[config.mk]
export PLATFORM = sky130hd
export DESIGN_NAME = i2c_burst_mem
export DESIGN_NICKNAME = d
export VERILOG_FILES = /design/src/rtl/i2c_burst_mem.sv
export SDC_FILE = /design/constraint.sdc
export NUM_CORES = 2
export LEC_CHECK = 0
export ABC_AREA = 1
export CORE_ASPECT_RATIO = 1.1
export CORE_MARGIN = 3
export CORE_UTILIZATION = 35
export CTS_BUF_LIST = sky130_fd_sc_hd__clkbuf_8
export DETAILED_ROUTE_END_ITERATION = 16
export GPL_ROUTABILITY_DRIVEN = 0
export PLACE_DENSITY_LB_ADDON = 0.1
export SYNTH_ARGS = -nofsm -noshare
export SYNTH_HDL_FRONTEND = slang
export SYNTH_SLANG_ARGS = --single-unit
[constraint.sdc]
create_clock -name clk -period 87.1 [get_ports clk]
set_input_delay 13.065 -clock clk [delete_from_list [all_inputs] [get_ports clk]]
set_output_delay 13.065 -clock clk [all_outputs]
set_load 0.03 [all_outputs]
[src/rtl/i2c_burst_mem.sv]
// Byte-addressed register memory behind an I2C slave front end: an address byte
// followed by burst writes, or burst reads from the current pointer.
module i2c_burst_mem #(
    parameter int DATA_W = 8,
    parameter int ADDR_W = 7
) (
    input  logic              clk,
    input  logic              reset,
    input  logic              start,
    input  logic              stop,
    input  logic              rw,
    input  logic              rx_valid,
    input  logic [DATA_W-1:0] rx_data,
    input  logic              tx_req,
    input  logic              wp,
    output logic              tx_valid,
    output logic [DATA_W-1:0] tx_data,
    output logic              ack,
    output logic [ADDR_W-1:0] ptr,
    output logic              busy
);
    localparam int DEPTH = 1 << ADDR_W;

    typedef enum logic [1:0] {IDLE, ADDR, WRITE, READ} state_t;

    state_t            state;
    logic [DATA_W-1:0] mem [DEPTH];
    logic              bus_ctrl;
    logic              rx_ev;
    logic              tx_ev;
    logic              wr_en;

    // Bus conditions pre-empt byte events in the same cycle.
    assign bus_ctrl = start | stop;
    assign rx_ev    = rx_valid & ~bus_ctrl;
    assign tx_ev    = tx_req & ~bus_ctrl;
    assign wr_en    = (state == WRITE) & rx_ev & ~wp;

    // Flop-based storage so that reset clears every word.
    always_ff @(posedge clk or posedge reset) begin
        if (reset) begin
            for (int i = 0; i < DEPTH; i++)
                mem[i] <= '0;
        end else if (wr_en) begin
            mem[ptr] <= rx_data;
        end
    end

    always_ff @(posedge clk or posedge reset) begin
        if (reset) begin
            state    <= IDLE;
            ptr      <= '0;
            ack      <= 1'b0;
            tx_valid <= 1'b0;
            tx_data  <= '0;
            busy     <= 1'b0;
        end else begin
            tx_valid <= 1'b0;
            if (start) begin
                state <= rw ? READ : ADDR;
                busy  <= 1'b1;
            end else if (stop) begin
                state <= IDLE;
                busy  <= 1'b0;
            end else begin
                case (state)
                    ADDR: if (rx_ev) begin
                        ptr   <= rx_data[ADDR_W-1:0];
                        ack   <= 1'b1;
                        state <= WRITE;
                    end
                    WRITE: if (rx_ev) begin
                        ptr <= ptr + ADDR_W'(1);
                        ack <= ~wp;
                    end
                    READ: if (tx_ev) begin
                        tx_data  <= mem[ptr];
                        tx_valid <= 1'b1;
                        ptr      <= ptr + ADDR_W'(1);
                    end
                    default: ;
                endcase
            end
        end
    end
endmodule

==> impl_metrics.env <==
export IMPL_fin_nets=6363
export IMPL_setup_viol_count_final=0
export IMPL_path_clk_slew_ps=60
export IMPL_overflow=0
export IMPL_cts_resized=0
export IMPL_wl_per_cell_microns=18.4
export IMPL_h_tree_depth=4
export IMPL_netlist_instances=6499
export IMPL_synthDominantCellAreaShare_pct=51.5
export IMPL_cts_made_buffers=195
export IMPL_fmax_ghz=0.0627
export IMPL_path_delay_family="buffers and inverters"
export IMPL_relSlewSlack_pct=20.1
export IMPL_critical_path_required_ps=74040
export IMPL_die_area_sq_um=149000
export IMPL_drtIter0Drc=3122
export IMPL_cp_num_cells=1
export IMPL_p_int_w=0.000852
export IMPL_port_buffer_count=33
export IMPL_p_leak_nw=26.8
export IMPL_rsz0062_at_grt="false"
export IMPL_die_h_microns=405
export IMPL_first_pass_iters=8
export IMPL_fin_cells=8406
export IMPL_startpoint_type="flip-flop"
export IMPL_power_w=0.00136
export IMPL_crit_chain="clkdlybuf4s50_1"
export IMPL_io_pins=34
export IMPL_register_area_sq_um=26100
export IMPL_clk_path_buf_depth=3
export IMPL_synth_area_top_cells="dfrtp_1 (52%), nand2_1 (15%), o21ai_0 (9.8%)"
export IMPL_wl_mm=155
export IMPL_hp_class="reg -> reg"
export IMPL_swShare_pct=37.4
export IMPL_pwr_share_clk_pct=34.6
export IMPL_vias=40300
export IMPL_cap_violations=0
export IMPL_grt_pass1_wl_mm=241
export IMPL_worst_pin_slew_ps=1200
export IMPL_powerDensity_nw_per_um2=24.5
export IMPL_antenna_left=0
export IMPL_arrival_ps=2880
export IMPL_final_cell_mix="nand2_1 (2,071), dfrtp_1 (1,043), o21ai_0 (994)"
export IMPL_synth_seq_area_share_pct=51.5
export IMPL_critPathBufInv=1
export IMPL_path_class="reg -> out"
export IMPL_final_common_cell="nand2_1"
export IMPL_power_frac_seq_pct=37.2
export IMPL_dp_hpwl_mm=87.4
export IMPL_fill_cells=15300
export IMPL_cts_tree="built"
export IMPL_syn_nets=6516
export IMPL_hold_buffers=0
export IMPL_dp_cells=8060
export IMPL_tns_ps=0
export IMPL_die_w_microns=369
export IMPL_fin_crit_sh_pct=18.3
export IMPL_avgSynthCellArea_sq_um=7.80
export IMPL_syn_area_sq_um=50700
export IMPL_peakVddDrop_uv=16.5
export IMPL_grt_use_total_pct=20.9
export IMPL_reg2reg_depth=15
export IMPL_area_delta_synth_final_pct=9.45
export IMPL_power_switching_w=0.000509
export IMPL_yosysTopAreaCell="dfrtp_1"
export IMPL_post_cts_buffers=0
export IMPL_antenna_found_initial=4
export IMPL_yosys_cell_types_count=34
export IMPL_clock_sinks=1044
export IMPL_drc=0
export IMPL_clock_latency_ps=910
export IMPL_holdPathStages=2
export IMPL_period_needed_ps=15940
export IMPL_comb_power_share_pct=28.2
export IMPL_worst_path_max_delay_cell="clkdlybuf4s50_1"
export IMPL_grt_pass1_vias=38700
export IMPL_cpPeakStageDelay_ps=1130
export IMPL_outcome="finished clean"
export IMPL_ys_warn_count=0
export IMPL_multi_input_area_sq_um=19800
export IMPL_fp_coreArea_sq_um=143000
export IMPL_viasPerCell=4.79
export IMPL_endpoint_kind="output port"
export IMPL_skew_ps=20.4
export IMPL_cp_max_fo=10
export IMPL_slew_viol_final=0
export IMPL_start_util_pct=35.5
export IMPL_cts_root_buf="clkbuf_8"
export IMPL_fp_row_count=145
export IMPL_grt_max_degree=191
export IMPL_ys_ff_latch=1044
export IMPL_drive_gt1_share_pct=8.55
export IMPL_hold_viol=0
cell type report:
| cell class | instances | share of cell area [%] |
|---|---|---|
| Antenna cell | 3 | 0.0135 |
| Clock buffer | 237 | 5.88 |
| Clock inverter | 106 | 1.03 |
| Inverter | 664 | 4.60 |
| Multi-Input combinational cell | 4354 | 35.6 |
| Sequential cell | 1044 | 47.1 |
| Tap cell | 1911 | 4.31 |
| Timing Repair Buffer | 87 | 1.44 |
metrics by stage:
stage / setup slack, ps / utilization [%] / instance area [sq um] / hold WS, ps
2_1_floorplan: 44650 / - / 50700 / 445
3_3_place_gp: 70060 / 36.1 / 51600 / 457
3_5_place_dp: 70110 / 36.1 / 51600 / 465
4_1_cts: 71020 / 38.8 / 55500 / 479
5_1_grt: 70690 / 38.8 / 55500 / 496
6_report: 71160 / 38.8 / 55500 / 474
worst register-to-register path, stage by stage (launching register included):
cell and delay, ps:
dfrtp_4 500, buf_4 480, buf_4 760, buf_12 640, buf_4 1050, nand2_1 180
nand3_1 120, nand2_1 100, nor2_1 250, nor2_1 70, nor2_1 280, nand2_1 150
nand2_1 90, nand3_1 60, nor2_1 510, nor2_1 100
cell usage after synthesis, drive strengths merged:
cell type	instances
xor2	1
mux2i	1
nand2	2145
buf	227
a211oi	1
nand4	1
inv	663
nand3	292
o211ai	147
dfrtp	1044
ha	1
nor4	6
nor3	3
o21ai	1101
clkinv	1
clkbuf	210
o31ai	2
or2	114
nor2	532
a21oi	7
flip-flops by register name (all words and copies together) (netlist names):
name	flops
state	2
tx_data	8
busy	1
ack	1
tx_valid	1
ptr	7
mem	1024
power by group through the flow:
stage | logic [W] | clock network, W | registers, W
after floorplan | 0.000253 | 0 | 0.000516
after global placement | 0.000388 | 0 | 0.000514
after detailed placement | 0.000388 | 0 | 0.000514
after CTS | 0.000389 | 0.000488 | 0.000506
after global routing | 0.000428 | 0.000511 | 0.000507
final | 0.000384 | 0.000471 | 0.000506
cell families after synthesis:
family,count (synthesis),synth area share [%]
buf+inv,1101,9.53
compound gates,1258,13.2
simple gates,3093,25.7
mux,1,0.0197
flops,1044,51.5
fa+ha+maj,1,0.0247
xor+xnor,1,0.0173
metal layers:
metal	vias to the layer above	routed length, microns	track usage (%)
li1	20100	-	-
met1	19100	75200	30.0
met2	783	67400	31.7
met3	248	7550	4.04
met4	0	4570	6.99
met5	-	0	0
path summary, 6_finish.rpt:
kind,start,end,slack (ps)
min in group asynchronous,reset,mem[22]$_DFFE_PP0P_,12710
max in group asynchronous,reset,mem[1012]$_DFFE_PP0P_,71220
setup reg to reg,ptr[0]$_DFFE_PP0P_,tx_data[2]$_DFFE_PP0P_,81640
hold / removal,mem[250]$_DFFE_PP0P_,mem[250]$_DFFE_PP0P_,470
setup / recovery,ptr[2]$_DFFE_PP0P_,ptr[2],71160
hold reg to reg,mem[250]$_DFFE_PP0P_,mem[250]$_DFFE_PP0P_,470
Power figures use the tool's default switching activity.
